## src/rtl/count_event_logger.sv

```systemverilog
// Watches a free-running counter's count, queues WRAP/SKIP/HOLD event words in a small FIFO
// and drains them over valid/ready; also keeps a wrap tally and a sticky drop flag.
module count_event_logger #(
   parameter int CNT_W  = 4,
   parameter int DEPTH  = 4,
   parameter int WRAP_W = 8
) (
   input  logic               clk,
   input  logic               rst_n,
   input  logic [CNT_W-1:0]   count,
   input  logic               evt_ready,
   output logic               evt_valid,
   output logic [CNT_W+1:0]   evt_data,
   output logic [WRAP_W-1:0]  wrap_count,
   output logic               overflow
);

   localparam int PTR_W = $clog2(DEPTH);

   typedef enum logic [1:0] {
      EVT_NONE = 2'b00,
      EVT_WRAP = 2'b01,
      EVT_SKIP = 2'b10,
      EVT_HOLD = 2'b11
   } evt_type_e;

   logic [CNT_W-1:0]  prev_q, prev_d;
   logic              prev_ok_q, prev_ok_d;
   logic              hold_q, hold_d;
   logic [PTR_W:0]    wr_ptr_q, wr_ptr_d;
   logic [PTR_W:0]    rd_ptr_q, rd_ptr_d;
   logic [WRAP_W-1:0] wrap_count_q, wrap_count_d;
   logic              overflow_q, overflow_d;
   logic [CNT_W+1:0]  mem_q [DEPTH];

   evt_type_e         evt_type;
   logic [CNT_W-1:0]  prev_inc;
   logic [CNT_W+1:0]  evt_word;
   logic              fifo_empty;
   logic              fifo_full;
   logic              push_req;
   logic              push;
   logic              pop;

   assign prev_inc = prev_q + CNT_W'(1);
   assign evt_word = {evt_type, count};

   always_comb begin
      evt_type = EVT_NONE;
      hold_d   = hold_q;
      if (prev_ok_q) begin
         if (count == prev_q) begin
            if (!hold_q) begin
               evt_type = EVT_HOLD;
            end
            hold_d = 1'b1;
         end else begin
            hold_d = 1'b0;
            // The all-ones to zero step is also prev+1, so test it before the skip rule.
            if ((prev_q == {CNT_W{1'b1}}) && (count == '0)) begin
               evt_type = EVT_WRAP;
            end else if (count != prev_inc) begin
               evt_type = EVT_SKIP;
            end
         end
      end
   end

   // Full means same slot index on both pointers but opposite lap bits.
   assign fifo_empty = (wr_ptr_q == rd_ptr_q);
   assign fifo_full  = (wr_ptr_q[PTR_W-1:0] == rd_ptr_q[PTR_W-1:0]) &&
                       (wr_ptr_q[PTR_W] != rd_ptr_q[PTR_W]);

   assign pop      = !fifo_empty && evt_ready;
   assign push_req = (evt_type != EVT_NONE);
   assign push     = push_req && (!fifo_full || pop);

   always_comb begin
      prev_d       = count;
      prev_ok_d    = 1'b1;
      wr_ptr_d     = push ? (wr_ptr_q + (PTR_W+1)'(1)) : wr_ptr_q;
      rd_ptr_d     = pop  ? (rd_ptr_q + (PTR_W+1)'(1)) : rd_ptr_q;
      wrap_count_d = wrap_count_q;
      overflow_d   = overflow_q;
      if (evt_type == EVT_WRAP) begin
         wrap_count_d = wrap_count_q + WRAP_W'(1);
      end
      if (push_req && !push) begin
         overflow_d = 1'b1;
      end
   end

   always_ff @(posedge clk or negedge rst_n) begin
      if (!rst_n) begin
         prev_q       <= '0;
         prev_ok_q    <= 1'b0;
         hold_q       <= 1'b0;
         wr_ptr_q     <= '0;
         rd_ptr_q     <= '0;
         wrap_count_q <= '0;
         overflow_q   <= 1'b0;
      end else begin
         prev_q       <= prev_d;
         prev_ok_q    <= prev_ok_d;
         hold_q       <= hold_d;
         wr_ptr_q     <= wr_ptr_d;
         rd_ptr_q     <= rd_ptr_d;
         wrap_count_q <= wrap_count_d;
         overflow_q   <= overflow_d;
      end
   end

   // Storage needs no reset: nothing is visible until the pointers say a slot is occupied.
   always_ff @(posedge clk) begin
      if (push) begin
         mem_q[wr_ptr_q[PTR_W-1:0]] <= evt_word;
      end
   end

   assign evt_valid  = !fifo_empty;
   assign evt_data   = fifo_empty ? '0 : mem_q[rd_ptr_q[PTR_W-1:0]];
   assign wrap_count = wrap_count_q;
   assign overflow   = overflow_q;

endmodule

```

## config.mk

```make
export PLATFORM = sky130hd
export DESIGN_NAME = count_event_logger
export DESIGN_NICKNAME = d
export VERILOG_FILES = /design/src/rtl/count_event_logger.sv
export SDC_FILE = /design/constraint.sdc
export NUM_CORES = 1
export LEC_CHECK = 0
export ABC_AREA = 1
export CORE_AREA = 8 8 61 89
export DETAILED_ROUTE_END_ITERATION = 16
export DIE_AREA = 0 0 69 97
export PLACE_DENSITY = 0.86
export SETUP_SLACK_MARGIN = 0.5
export SLEW_MARGIN = 10
export SYNTH_ARGS = -nofsm -noshare
export SYNTH_HDL_FRONTEND = slang
export SYNTH_SLANG_ARGS = --single-unit
export TNS_END_PERCENT = 50
```

## constraint.sdc

```tcl
create_clock -name clk -period 5.4 [get_ports clk]
set_input_delay 0.81 -clock clk [delete_from_list [all_inputs] [get_ports clk]]
set_output_delay 0.81 -clock clk [all_outputs]
set_load 0.01 [all_outputs]
```

==> flow_results.org <==
** Placement
- Detailed placement finished with a half-perimeter wire length of 3020 um.
- Input/output buffers :: 22
- At the end of routability-driven placement, the weighted congestion stood at 0.849.
- In this run the cell area measured after placement is 2450 um^2.

** Finish
- Utilization after layout :: 0.612
- Combined area of the multi-input logic cells :: 797 um^2
- Inserted Diodes :: 0
- After routing the design area is 2530 um^2.
- At the end of the flow, the number of nets in the layout was 273.
- Combined flip-flop and latch cell area :: 1250 um^2
- # fillers :: 369
- Of the cells placed in the final design, the portion with a size suffix greater than 1 is 0.0769.
- Area growth from synthesis to layout :: 16.0%

** Critical path
- Worst Reg-to-Reg Cells :: 11
- Among all stages on the critical path, the largest delay is contributed by dfrtp_1.
- Critical path start-end classification :: flop to output port
- Data on the critical path is required at its endpoint by 4.59 ns.
- At the worst endpoint, the arrival time is 2.42 ns.
- Critical Path Start Type :: flop
- STA classifies the critical path endpoint as an output port.
- CP max stage delay :: 0.54 ns
- Walking the worst path, the cells encountered are inv_1, nand2_1, a21oi_1, nand2_2, nand2_1, inv_1, clkdlybuf4s50_1.
- Of all nets on the critical path, the largest fanout is 15.

** Min path
- Number of cells on the worst hold path :: 2
- Path type of the worst min-delay path :: flop to flop

** Pwr
- Pwr Density :: 440 nW/um^2
- Largest vdd supply drop :: 0.000234 V
- The analysis attributes to cell leakage a power of 1.17 nW.
- Overall Power :: 1.11 mW

** Clock tree
- Clock edge transition at the registers on the reported setup and hold paths :: 0.08 ns
- Clock latency on the worst-skew pair :: 0.29 ns
- Gates resized during post-CTS repair numbered 0.
- Post-CTS Hold Fix Bufs :: 0
- CTS tree :: done
- Cell chosen for the clock root :: clkbuf_8
- H-tree depth :: 2
- CTS buffer count :: 5
- Number of sinks handled by clock tree synthesis :: 45
- Post-CTS setup buffer count :: 0
- Buffer depth of the longest clock path :: 2

** Routing
- Vias per cell :: 5.16
- Total length of routed wires :: 4030 um
- Drt drc :: 0
- Routed len/inst :: 13.2 um
- Number of nets with antenna violations after detailed routing :: 0
- Iteration-0 DRC Markers :: 77
- Via Count :: 1580
- The first detailed-routing pass ran for 4 iterations.

** Global routing
- In the global route stage, overall resource usage came out at 0.127.
- Largest net degree at the start of global routing :: 22
- Grt ovf :: 0
- The first global-routing pass estimated 7270 um of wire.
- The number of global-route vias before repair is 1675.
- The number of antenna violations at the first check in global routing came to 0.

** Floorplanning
- The core region is 4140 um^2.
- Measured along the x axis, the die boundary spans 69 um.
- Row Count :: 29
- Floorplan die area :: 6690 um^2
- Top-level I/O count :: 23
- In this run the vertical extent of the chip is 97 um.
- Initial core utilization :: 0.528

** Timing
- In this run the tightest slew margin relative to its limit is 0.357.
- Maximum clock skew at final layout :: 0.00675 ns
- Unrepaired setup endpoints after global routing :: false
- Highest clock frequency the design can meet :: 0.309 GHz
- Accumulated negative setup slack :: 0 ns
- For the pin with the worst max-slew slack, the measured transition is 0.961 ns.
- Number of failing setup endpoints in the final timing report :: 0
- Worst slack on hold paths :: 0.465 ns
- Final Hold Violating Endpoints :: 0
- Slew Limit Fails :: 0
- Min Clock Period, post-route :: 3.23 ns
- Dividing the final minimum period by the clock period gives 0.599.

** Logic synthesis
- The synthesized design contains 24 enable-type register cells.
- Counting flops with an async set or reset pin after synthesis yields a share of 0.467.
- After synthesis, the netlist uses 25 different library cells.
- edfxtp_1 takes more of the synthesized area than any other cell.
- Number of synthesis warnings :: 0
- Sequential-to-total area share from yosys stat :: 0.571
- Most used flip-flop cell after synthesis :: edfxtp_1
- Netlist area before placement :: 2180 um^2
- A synthesized cell averages 9.37 um^2.
- Synthesis produced 233 cells.
- Synthesis inferred 45 register bits.
- The share of synthesized area in the top cell type comes to 0.330.
- Synthesis produced a netlist with a net count of 247.
- Cell types occupying the most area after synthesis :: edfxtp_1 33%, dfrtp_1 24%, nand2_1 11%, inv_1 5.2%, nor2_1 4.6%

** Outcome
- The flow ran to the end, and the final reports show no timing, DRC or antenna violations.

** Flow run
- The tool flagged a number of max-cap violations equal to 0.
cells by family (layout without fill, tap and decap cells):
| logic type | Yosys count | in the layout | share of synthesized area |
|---|---|---|---|
| compound gates | 17 | 17 | 0.0493 |
| xor+xnor | 9 | 9 | 0.0361 |
| fa+ha+maj | 7 | 7 | 0.0401 |
| buf+inv | 36 | 63 | 0.0642 |
| flops | 45 | 45 | 0.571 |
| mux | 1 | 1 | 0.00516 |
| other cells | 1 | 1 | 0.00172 |
| simple gates | 117 | 117 | 0.233 |
cells in the mapped netlist, types with 2 or more instances:
master and instances:
o32ai_1 6, clkbuf_1 2, nand2_2 2, xnor2_1 6, inv_1 30, o21ai_0 10, nor2_1 27, nand3_1 12
inv_2 2, edfxtp_1 24, ha_1 7, nand2_1 64, nand2_4 3, nor2_2 3, dfrtp_1 21, nand4_1 2
nor3_1 2, xor2_1 3
where the power goes:
| group | total, mW | leakage (nW) | internal, mW | switching (mW) |
|---|---|---|---|---|
| registers | 0.492 | 0.486 | 0.430 | 0.0621 |
| clock network | 0.196 | 0.0450 | 0.0897 | 0.107 |
| logic | 0.426 | 0.641 | 0.197 | 0.229 |
registers in the layout (all words and copies together), names as in the netlist:
| signal | cells |
|---|---|
| prev_ok_q | 1 |
| hold_q | 1 |
| wrap_count | 8 |
| overflow | 1 |
| mem_q | 24 |
| rd_ptr_q | 3 |
| wr_ptr_q | 3 |
| prev_q | 4 |
cells in the final DEF, fill, tap and decap left out, types with 5 or more instances in the layout:
cell type         n
inv_1            30
edfxtp_1         24
xnor2_1           6
clkdlybuf4s50_1  22
ha_1              7
nor2_1           27
nand2_1          64
o32ai_1           6
dfrtp_1          21
nand3_1          12
clkbuf_8          5
o21ai_0          10
stage by stage:
| stage | std cells | setup WS, ns |
|---|---|---|
| after floorplan | 233 | 3.12 |
| after global placement | 298 | 2.23 |
| after detailed placement | 298 | 2.14 |
| after CTS | 306 | 2.15 |
| after global routing | 306 | 1.95 |
| final | 306 | 2.17 |
routing by layer:
metal  up-vias  global-route usage  part of all wire
met5         -                   0                 0
met4         0              0.0666             0.022
met3         8              0.0337             0.038
met2        28               0.228              0.53
met1       744               0.128              0.41
li1        800                   -                 -
path summary, 6_finish.rpt:
path | start | endpoint | slack, ns
setup / recovery | rd_ptr_q[0] | evt_data[3] | 2.17
hold / removal | overflow | overflow | 0.46
setup reg to reg | prev_q[0] | mem_q[3][2] | 3.10
hold reg to reg | overflow | overflow | 0.46
max in group asynchronous | rst_n | prev_q[3] | 3.76
min in group asynchronous | rst_n | wr_ptr_q[2] | 1.05
layout make-up:
| cell class | instances | share of cell area |
|---|---|---|
| repair buffers | 22 | 0.0870 |
| clock buffers | 6 | 0.0287 |
| inverters | 33 | 0.0509 |
| flip-flops and latches | 45 | 0.492 |
| well taps | 46 | 0.0227 |
| clock inverters | 2 | 0.00395 |
| multi-input cells | 152 | 0.315 |
worst max-delay path, delay by kind of cell (launching register included):
kind / cells / cell delay [ns]
compound gates: 1 / 0.26
buf+inv: 3 / 0.92
flops: 1 / 0.54
simple gates: 3 / 0.42
Power figures use the tool's default switching activity.
